<file path="config.mk">
export PLATFORM = sky130hd
export DESIGN_NAME = uart_program_loader_flat
export DESIGN_NICKNAME = d
export VERILOG_FILES = /design/src/rtl/riscv_pkg.sv /design/src/rtl/uart_program_loader_if.sv /design/src/rtl/uart_rx_byte.sv /design/src/rtl/uart_program_loader.sv /design/src/flat_wrapper.sv
export SDC_FILE = /design/constraint.sdc
export NUM_CORES = 1
export LEC_CHECK = 0
export ABC_CLOCK_PERIOD_IN_PS = 2400
export BUFFER_PORTS_ARGS = -buffer_cell sky130_fd_sc_hd__buf_2
export CORE_MARGIN = 2
export CORE_UTILIZATION = 28
export CTS_CLUSTER_SIZE = 16
export DETAILED_ROUTE_END_ITERATION = 6
export PLACE_DENSITY = 0.41
export SLEW_MARGIN = 25
export SYNTH_ARGS = -nofsm -noshare
export SYNTH_HDL_FRONTEND = slang
export SYNTH_HIERARCHICAL = 1
export SYNTH_SLANG_ARGS = --single-unit
</file>
<file path="constraint.sdc">
create_clock -name clk -period 2.4 [get_ports clk]
set_input_delay 0.12 -clock clk [delete_from_list [all_inputs] [get_ports clk]]
set_output_delay 0.12 -clock clk [all_outputs]
set_load 0.005 [all_outputs]
</file>
<file path="src/rtl/riscv_pkg.sv">
// Shared loader definitions: FSM state encodings, the frame sync byte and the
// running checksum helper used by the serial program loader.
package riscv_pkg;

  typedef enum logic [1:0] {
    IDLE = 2'd0,
    LEN  = 2'd1,
    DATA = 2'd2,
    CSUM = 2'd3
  } loader_state_t;

  typedef enum logic [1:0] {
    RX_IDLE  = 2'd0,
    RX_START = 2'd1,
    RX_DATA  = 2'd2,
    RX_STOP  = 2'd3
  } rx_state_t;

  localparam logic [7:0] LOADER_SYNC_BYTE = 8'hA5;

  // Modulo-256 accumulation of one data byte into the frame checksum.
  function automatic logic [7:0] csum_add(input logic [7:0] acc, input logic [7:0] data_byte);
    return acc + data_byte;
  endfunction

endpackage

</file>
<file path="src/rtl/uart_program_loader_if.sv">
// Instruction-memory write port driven by the loader (master) and
// consumed by the instruction memory (slave).
interface uart_program_loader_if #(
  parameter int ADDR_W = 7
);
  logic              mem_we;
  logic [ADDR_W-1:0] mem_addr;
  logic [31:0]       mem_wdata;

  modport master (output mem_we, output mem_addr, output mem_wdata);
  modport slave  (input  mem_we, input  mem_addr, input  mem_wdata);
endinterface

</file>
<file path="src/rtl/uart_rx_byte.sv">
// 8N1 UART byte receiver with a 2-FF input synchroniser, mid-start glitch
// rejection and a one-cycle byte-valid / framing-error pulse.
module uart_rx_byte
  import riscv_pkg::*;
#(
  parameter int CLKS_PER_BIT = 434
) (
  input  logic       clk,
  input  logic       reset,
  input  logic       rx,
  output logic [7:0] rx_data,
  output logic       rx_valid,
  output logic       rx_frame_err
);

  localparam int CNT_W = $clog2(CLKS_PER_BIT);
  localparam logic [CNT_W-1:0] CNT_ZERO  = CNT_W'(0);
  localparam logic [CNT_W-1:0] CNT_ONE   = CNT_W'(1);
  localparam logic [CNT_W-1:0] HALF_LAST = CNT_W'(CLKS_PER_BIT / 2 - 1);
  localparam logic [CNT_W-1:0] BIT_LAST  = CNT_W'(CLKS_PER_BIT - 1);

  logic [1:0]       sync_r;
  logic             prev_r;
  rx_state_t        state_r;
  logic [CNT_W-1:0] cnt_r;
  logic [2:0]       bit_r;
  logic [7:0]       shift_r;
  logic [7:0]       data_r;
  logic             valid_r;
  logic             frame_err_r;
  logic             line_s;

  assign line_s = sync_r[1];

  // Synchroniser, bit timing and deserialisation.
  always_ff @(posedge clk) begin
    if (reset) begin
      sync_r      <= 2'b11;
      prev_r      <= 1'b1;
      state_r     <= RX_IDLE;
      cnt_r       <= CNT_ZERO;
      bit_r       <= 3'd0;
      shift_r     <= 8'h00;
      data_r      <= 8'h00;
      valid_r     <= 1'b0;
      frame_err_r <= 1'b0;
    end else begin
      sync_r      <= {sync_r[0], rx};
      prev_r      <= line_s;
      valid_r     <= 1'b0;
      frame_err_r <= 1'b0;
      case (state_r)
        RX_IDLE: begin
          if (prev_r && !line_s) begin
            state_r <= RX_START;
            cnt_r   <= CNT_ZERO;
          end
        end
        RX_START: begin
          // A line already back high at mid-start is a glitch, not a byte.
          if (cnt_r == HALF_LAST) begin
            cnt_r   <= CNT_ZERO;
            bit_r   <= 3'd0;
            state_r <= line_s ? RX_IDLE : RX_DATA;
          end else begin
            cnt_r <= cnt_r + CNT_ONE;
          end
        end
        RX_DATA: begin
          if (cnt_r == BIT_LAST) begin
            cnt_r   <= CNT_ZERO;
            shift_r <= {line_s, shift_r[7:1]};
            if (bit_r == 3'd7) begin
              state_r <= RX_STOP;
            end else begin
              bit_r <= bit_r + 3'd1;
            end
          end else begin
            cnt_r <= cnt_r + CNT_ONE;
          end
        end
        RX_STOP: begin
          if (cnt_r == BIT_LAST) begin
            cnt_r   <= CNT_ZERO;
            state_r <= RX_IDLE;
            if (line_s) begin
              valid_r <= 1'b1;
              data_r  <= shift_r;
            end else begin
              frame_err_r <= 1'b1;
            end
          end else begin
            cnt_r <= cnt_r + CNT_ONE;
          end
        end
        default: state_r <= RX_IDLE;
      endcase
    end
  end

  assign rx_data      = data_r;
  assign rx_valid     = valid_r;
  assign rx_frame_err = frame_err_r;

endmodule

</file>
<file path="src/rtl/uart_program_loader.sv">
// Serial boot loader: parses A5/length/data/checksum frames from the UART and
// writes little-endian words into instruction memory while holding the CPU.
module uart_program_loader
  import riscv_pkg::*;
#(
  parameter int CLKS_PER_BIT    = 434,
  parameter int INSTR_MEM_DEPTH = 128
) (
  input  logic                   clk,
  input  logic                   reset,
  input  logic                   uart_rx,
  uart_program_loader_if.master  mem_if,
  output logic                   cpu_hold,
  output logic                   load_done,
  output logic                   load_err
);

  localparam int ADDR_W = $clog2(INSTR_MEM_DEPTH);
  localparam logic [8:0] DEPTH_LIMIT = 9'(INSTR_MEM_DEPTH);

  logic [7:0]        rx_data_s;
  logic              rx_valid_s;
  logic              rx_frame_err_s;

  loader_state_t     state_r;
  logic [7:0]        len_r;
  logic [7:0]        word_cnt_r;
  logic [1:0]        byte_idx_r;
  logic [23:0]       word_r;
  logic [7:0]        csum_r;
  logic              mem_we_r;
  logic [ADDR_W-1:0] mem_addr_r;
  logic [31:0]       mem_wdata_r;
  logic              cpu_hold_r;
  logic              load_done_r;
  logic              load_err_r;

  uart_rx_byte #(
    .CLKS_PER_BIT (CLKS_PER_BIT)
  ) u_rx (
    .clk          (clk),
    .reset        (reset),
    .rx           (uart_rx),
    .rx_data      (rx_data_s),
    .rx_valid     (rx_valid_s),
    .rx_frame_err (rx_frame_err_s)
  );

  // Loader FSM with word assembly, address counter and checksum.
  always_ff @(posedge clk) begin
    if (reset) begin
      state_r     <= IDLE;
      len_r       <= 8'd0;
      word_cnt_r  <= 8'd0;
      byte_idx_r  <= 2'd0;
      word_r      <= 24'd0;
      csum_r      <= 8'd0;
      mem_we_r    <= 1'b0;
      mem_addr_r  <= {ADDR_W{1'b0}};
      mem_wdata_r <= 32'd0;
      cpu_hold_r  <= 1'b0;
      load_done_r <= 1'b0;
      load_err_r  <= 1'b0;
    end else begin
      mem_we_r    <= 1'b0;
      load_done_r <= 1'b0;
      load_err_r  <= 1'b0;
      case (state_r)
        IDLE: begin
          if (rx_valid_s && (rx_data_s == LOADER_SYNC_BYTE)) begin
            state_r    <= LEN;
            cpu_hold_r <= 1'b1;
          end
        end
        LEN: begin
          if (rx_frame_err_s) begin
            load_err_r <= 1'b1;
            cpu_hold_r <= 1'b0;
            state_r    <= IDLE;
          end else if (rx_valid_s) begin
            if ((rx_data_s == 8'd0) || ({1'b0, rx_data_s} > DEPTH_LIMIT)) begin
              load_err_r <= 1'b1;
              cpu_hold_r <= 1'b0;
              state_r    <= IDLE;
            end else begin
              len_r      <= rx_data_s;
              word_cnt_r <= 8'd0;
              byte_idx_r <= 2'd0;
              csum_r     <= 8'd0;
              state_r    <= DATA;
            end
          end
        end
        DATA: begin
          if (rx_frame_err_s) begin
            load_err_r <= 1'b1;
            cpu_hold_r <= 1'b0;
            state_r    <= IDLE;
          end else if (rx_valid_s) begin
            // Bytes shift in from the top, so byte k lands at [8k+7:8k] once the word is complete.
            csum_r     <= csum_add(csum_r, rx_data_s);
            byte_idx_r <= byte_idx_r + 2'd1;
            if (byte_idx_r == 2'd3) begin
              mem_we_r    <= 1'b1;
              mem_addr_r  <= word_cnt_r[ADDR_W-1:0];
              mem_wdata_r <= {rx_data_s, word_r};
              word_cnt_r  <= word_cnt_r + 8'd1;
              if (word_cnt_r == (len_r - 8'd1)) begin
                state_r <= CSUM;
              end
            end else begin
              word_r <= {rx_data_s, word_r[23:8]};
            end
          end
        end
        CSUM: begin
          if (rx_frame_err_s) begin
            load_err_r <= 1'b1;
            cpu_hold_r <= 1'b0;
            state_r    <= IDLE;
          end else if (rx_valid_s) begin
            load_done_r <= (rx_data_s == csum_r);
            load_err_r  <= (rx_data_s != csum_r);
            cpu_hold_r  <= 1'b0;
            state_r     <= IDLE;
          end
        end
        default: begin
          cpu_hold_r <= 1'b0;
          state_r    <= IDLE;
        end
      endcase
    end
  end

  assign mem_if.mem_we    = mem_we_r;
  assign mem_if.mem_addr  = mem_addr_r;
  assign mem_if.mem_wdata = mem_wdata_r;
  assign cpu_hold         = cpu_hold_r;
  assign load_done        = load_done_r;
  assign load_err         = load_err_r;

endmodule

</file>
<file path="src/flat_wrapper.sv">
// flat-port wrapper written by rule: the top's interface ports become plain ports
module uart_program_loader_flat import riscv_pkg::*;
#(
  parameter int CLKS_PER_BIT    = 434,
  parameter int INSTR_MEM_DEPTH = 128
)
  (clk, reset, uart_rx, cpu_hold, load_done, load_err, mem_if_mem_we, mem_if_mem_addr, mem_if_mem_wdata);
  uart_program_loader_if #(.ADDR_W((7))) mem_if_i ();
  input  logic clk;
  input  logic reset;
  input  logic uart_rx;
  output logic cpu_hold;
  output logic load_done;
  output logic load_err;
  output wire logic [$bits(mem_if_i.mem_we)-1:0] mem_if_mem_we;
  output wire logic [$bits(mem_if_i.mem_addr)-1:0] mem_if_mem_addr;
  output wire logic [$bits(mem_if_i.mem_wdata)-1:0] mem_if_mem_wdata;
  assign mem_if_mem_we = mem_if_i.mem_we;
  assign mem_if_mem_addr = mem_if_i.mem_addr;
  assign mem_if_mem_wdata = mem_if_i.mem_wdata;
  uart_program_loader #(.CLKS_PER_BIT(CLKS_PER_BIT), .INSTR_MEM_DEPTH(INSTR_MEM_DEPTH)) u_core (.clk(clk), .reset(reset), .uart_rx(uart_rx), .mem_if(mem_if_i), .cpu_hold(cpu_hold), .load_done(load_done), .load_err(load_err));
endmodule
</file>
==> flow_metrics.py <==
metrics = {
    "timing": {
        "rsz0062_at_grt": "false",
        "fin_crit_ns": 2.12,
        "min_period_over_period": 0.882,
        "relSlewSlack": 0.465,
        "max_freq_mhz": 473,
        "hold_viol_final": 0,
        "finalSetupViolCount": 0,
        "slew_violations": 0,
        "clock_skew_ns": 0.00884,
        "worst_slew_pin_slew_ns": 0.802,
        "fin_ws_ns": 0.284,
        "fin_tns_setup_ns": 0,
    },
    "clock_tree": {
        "cts_tree": "built",
        "cts_buffers": 17,
        "h-tree-depth": 4,
        "clk_path_buf_depth": 2,
        "cts_root_buf": "clkbuf_16",
        "cts.sinks": 130,
        "cts.clk_slew.worst_paths_ns": 0.07,
        "clkLatencyLatePin_ns": 0.42,
    },
    "floorplanning": {
        "die_x_um": 146,
        "rows": 51,
        "die_h_um": 146,
        "num_io_pins": 46,
        "coreArea_um2": 19700,
        "die_area_um2": 21400,
        "initial_core_util": 0.288,
    },
    "global_route": {
        "gr-usage-met3": 0.0338,
        "grt_use_met2": 0.222,
        "top_usage_layer": "met2",
        "antenna_found_initial": 0,
        "grt.total_usage": 0.136,
        "first_global_vias": 4537,
        "grt_overflow": 0,
        "grt.met1_usage": 0.177,
        "grt_pass1_wl_mm": 23.5,
        "grt_max_degree": 74,
    },
    "hold_path": {
        "hold-path-cell-count": 2,
        "hold_path_class": "in -> reg",
    },
    "yosys": {
        "syn_nets": 700,
        "synth.distinct_cells": 57,
        "synth_edf_count": 0,
        "synth.avg_cell_area_um2": 8.31,
        "yosysWarnings": 6,
        "synth_area_um2": 5660,
        "synth_flop_cell": "dfxtp_1",
        "synth_cells": 681,
        "synth_seq_cells": 130,
        "synth_seq_area_share": 0.460,
        "async_flop_share": 0,
    },
    "route": {
        "drtIter0Drc": 208,
        "wl_mm": 14.0,
        "route.detailed.drc": 0,
        "num_vias": 4675,
        "drtAntennaViolNets": 0,
        "wire_per_inst_um": 14.0,
        "viasPerCell": 4.69,
        "dr.pass1.iters": 4,
    },
    "worst_setup_path": {
        "crit_top_cell": "a21oi_1",
        "crit_chain": "ha_1 -> a21oi_1 -> nor2_1 -> o21ai_0 -> or3b_2 -> mux2i_1 -> a21oi_1",
        "worstSetupEndpoint": "u_core/csum_r[7]$_SDFFE_PP0P_",
        "crit_fanout": 7,
        "end_kind": "flip-flop",
        "reg2reg_to": "u_core/csum_r[7]$_SDFFE_PP0P_",
        "cp.arrival_ns": 2.38,
        "critPathKind": "reg -> reg",
        "crit_path_top_delay_cell": "dfxtp_1",
        "required_ns": 2.66,
        "slowest_delay_ns": 0.51,
        "timing.reg2reg.worst_path_depth": 7,
        "timing.rr.start": "u_core/u_rx/rx_data[1]$_SDFFE_PP0P_",
        "critPathLaunchType": "flip-flop",
        "regToRegSetupSlack_ns": 0.28,
        "critPathLaunch": "u_core/u_rx/rx_data[1]$_SDFFE_PP0P_",
    },
    "flow_run": {
        "cap_violations": 0,
    },
    "power_and_ir_drop": {
        "leakagePower_nw": 2.51,
        "powerDensity_nw_per_um2": 716,
        "peakVddDrop_mv": 0.450,
    },
    "placement": {
        "gp_congestion": 0.811,
        "pre_cts_slack_ns": 0.263,
        "io_buffers": 45,
        "place_hpwl_mm": 9.21,
    },
    "finish": {
        "drive_above_1_share": 0.152,
        "nets": 738,
        "insertedDiodeCount": 0,
        "area_delta_synth_final_pct": 19.4,
        "final_core_util": 0.344,
        "n_fill_cell": 2125,
    },
    "outcome": {
        "outcome": "finished clean",
    },
}
what timing repair did:
action,4_1_cts,5_1_grt
buffers inserted,0,0
setup endpoints to repair,0,0
gates resized for setup,0,0
hold buffers,1,0
hold endpoints to repair,1,0
registers in the layout, summed over array words and instances, names as in the netlist, 8 cells and up, named ones only:
| signal | cells |
|---|---|
| u_core/csum_r | 8 |
| u_core/word_r | 24 |
| u_core/word_cnt_r | 8 |
| u_core/u_rx/rx_data | 8 |
| u_core/len_r | 8 |
| u_core/u_rx/shift_r | 8 |
| u_core/u_rx/cnt_r | 9 |
| u_core/mem_if.mem_wdata | 32 |
how the worst min path moves through the flow:
stage                                               end  startpoint  slack, ns
CTS                 u_core/u_rx/shift_r[7]$_SDFFE_PP0P_       reset       0.28
global placement       u_core/u_rx/sync_r[0]$_SDFF_PP1_     uart_rx       0.31
detailed placement     u_core/u_rx/sync_r[0]$_SDFF_PP1_     uart_rx       0.31
global route        u_core/u_rx/shift_r[6]$_SDFFE_PP0P_       reset       0.31
finish              u_core/u_rx/shift_r[7]$_SDFFE_PP0P_       reset       0.27
floorplan              u_core/u_rx/sync_r[0]$_SDFF_PP1_     uart_rx       0.22
synthesized netlist by cell type, drive strengths merged, types with 2 or more instances:
cell type / n / area share
a21boi: 2 / 0.0027
a21oi: 95 / 0.085
a2bb2oi: 2 / 0.0042
and2: 4 / 0.0044
and3: 2 / 0.0022
and4: 2 / 0.0031
buf: 12 / 0.014
clkbuf: 32 / 0.021
dfxtp: 130 / 0.46
ha: 15 / 0.033
inv: 6 / 0.0040
mux2i: 25 / 0.044
nand2: 158 / 0.10
nand2b: 6 / 0.0066
nand3: 23 / 0.020
nand3b: 3 / 0.0040
nand4: 5 / 0.0066
nand4b: 3 / 0.0046
nor2: 56 / 0.038
nor2b: 4 / 0.0044
nor3: 14 / 0.020
nor3b: 2 / 0.0027
nor4: 8 / 0.010
nor4b: 4 / 0.0062
o21a: 3 / 0.0040
o21ai: 12 / 0.011
o22ai: 6 / 0.0066
o31a: 2 / 0.0031
or2: 5 / 0.0055
or3: 2 / 0.0022
or4: 2 / 0.0033
xnor2: 9 / 0.014
xor2: 14 / 0.022
where the power goes:
part | total, W | switching (W) | internal [W]
combinational | 0.0000719 | 0.0000509 | 0.0000210
clock | 0.00260 | 0.00103 | 0.00157
sequential | 0.00217 | 0.00000644 | 0.00216
cells by family after synthesis:
group,count (synthesis),synth area share
AND/OR/NAND/NOR,306,0.255
XOR/XNOR,23,0.0356
buffers and inverters,50,0.0396
adder cells (fa/ha/maj),16,0.0367
flip-flops,130,0.460
AO/OA/AOI/OAI,131,0.129
multiplexers,25,0.0442
layer usage:
metal | part of all wire | vias up
met5 | 0 | -
met4 | 0.011 | 0
met3 | 0.033 | 14
met2 | 0.47 | 67
met1 | 0.48 | 2191
li1 | - | 2403
metrics by stage:
step	hold slack [ns]	cells	total power [W]	cell area [um^2]
global placement	0.310	964	0.00229	6150
detailed placement	0.313	964	0.00229	6150
finish	0.269	997	0.00484	6760
floorplan	0.224	681	0.00226	5660
global route	0.315	997	0.00503	6760
CTS	0.276	997	0.00491	6760
critical path: cells and delay by family (launching register included):
kind,cells,cell delay [ns]
adder cells (fa/ha/maj),1,0.31
AO/OA/AOI/OAI,3,0.42
flip-flops,1,0.51
AND/OR/NAND/NOR,2,0.56
multiplexers,1,0.16
layout by cell type (no fill, tap or decap), types with 4 or more instances in the layout:
| cell | count |
|---|---|
| a21oi_1 | 94 |
| and2_1 | 4 |
| buf_2 | 44 |
| buf_4 | 17 |
| clkbuf_16 | 17 |
| dfxtp_1 | 130 |
| ha_1 | 15 |
| inv_1 | 6 |
| mux2i_1 | 25 |
| nand2_1 | 158 |
| nand2b_1 | 6 |
| nand3_1 | 23 |
| nand4_1 | 4 |
| nor2_1 | 55 |
| nor2b_1 | 4 |
| nor3_1 | 8 |
| nor3_2 | 4 |
| nor4_1 | 7 |
| nor4b_1 | 4 |
| o21ai_0 | 12 |
| o22ai_1 | 6 |
| or2_2 | 4 |
| xnor2_1 | 9 |
| xor2_1 | 14 |
area by class of cell:
cell class	instances	area, um^2	share of cell area
inverters	6	22.5	0.00333
flip-flops and latches	130	2600	0.385
clock inverters	14	153	0.0226
repair buffers	63	378	0.0559
multi-input cells	501	2830	0.419
well taps	265	332	0.0491
clock buffers	18	439	0.0650
(Power assumes the default switching activity.)
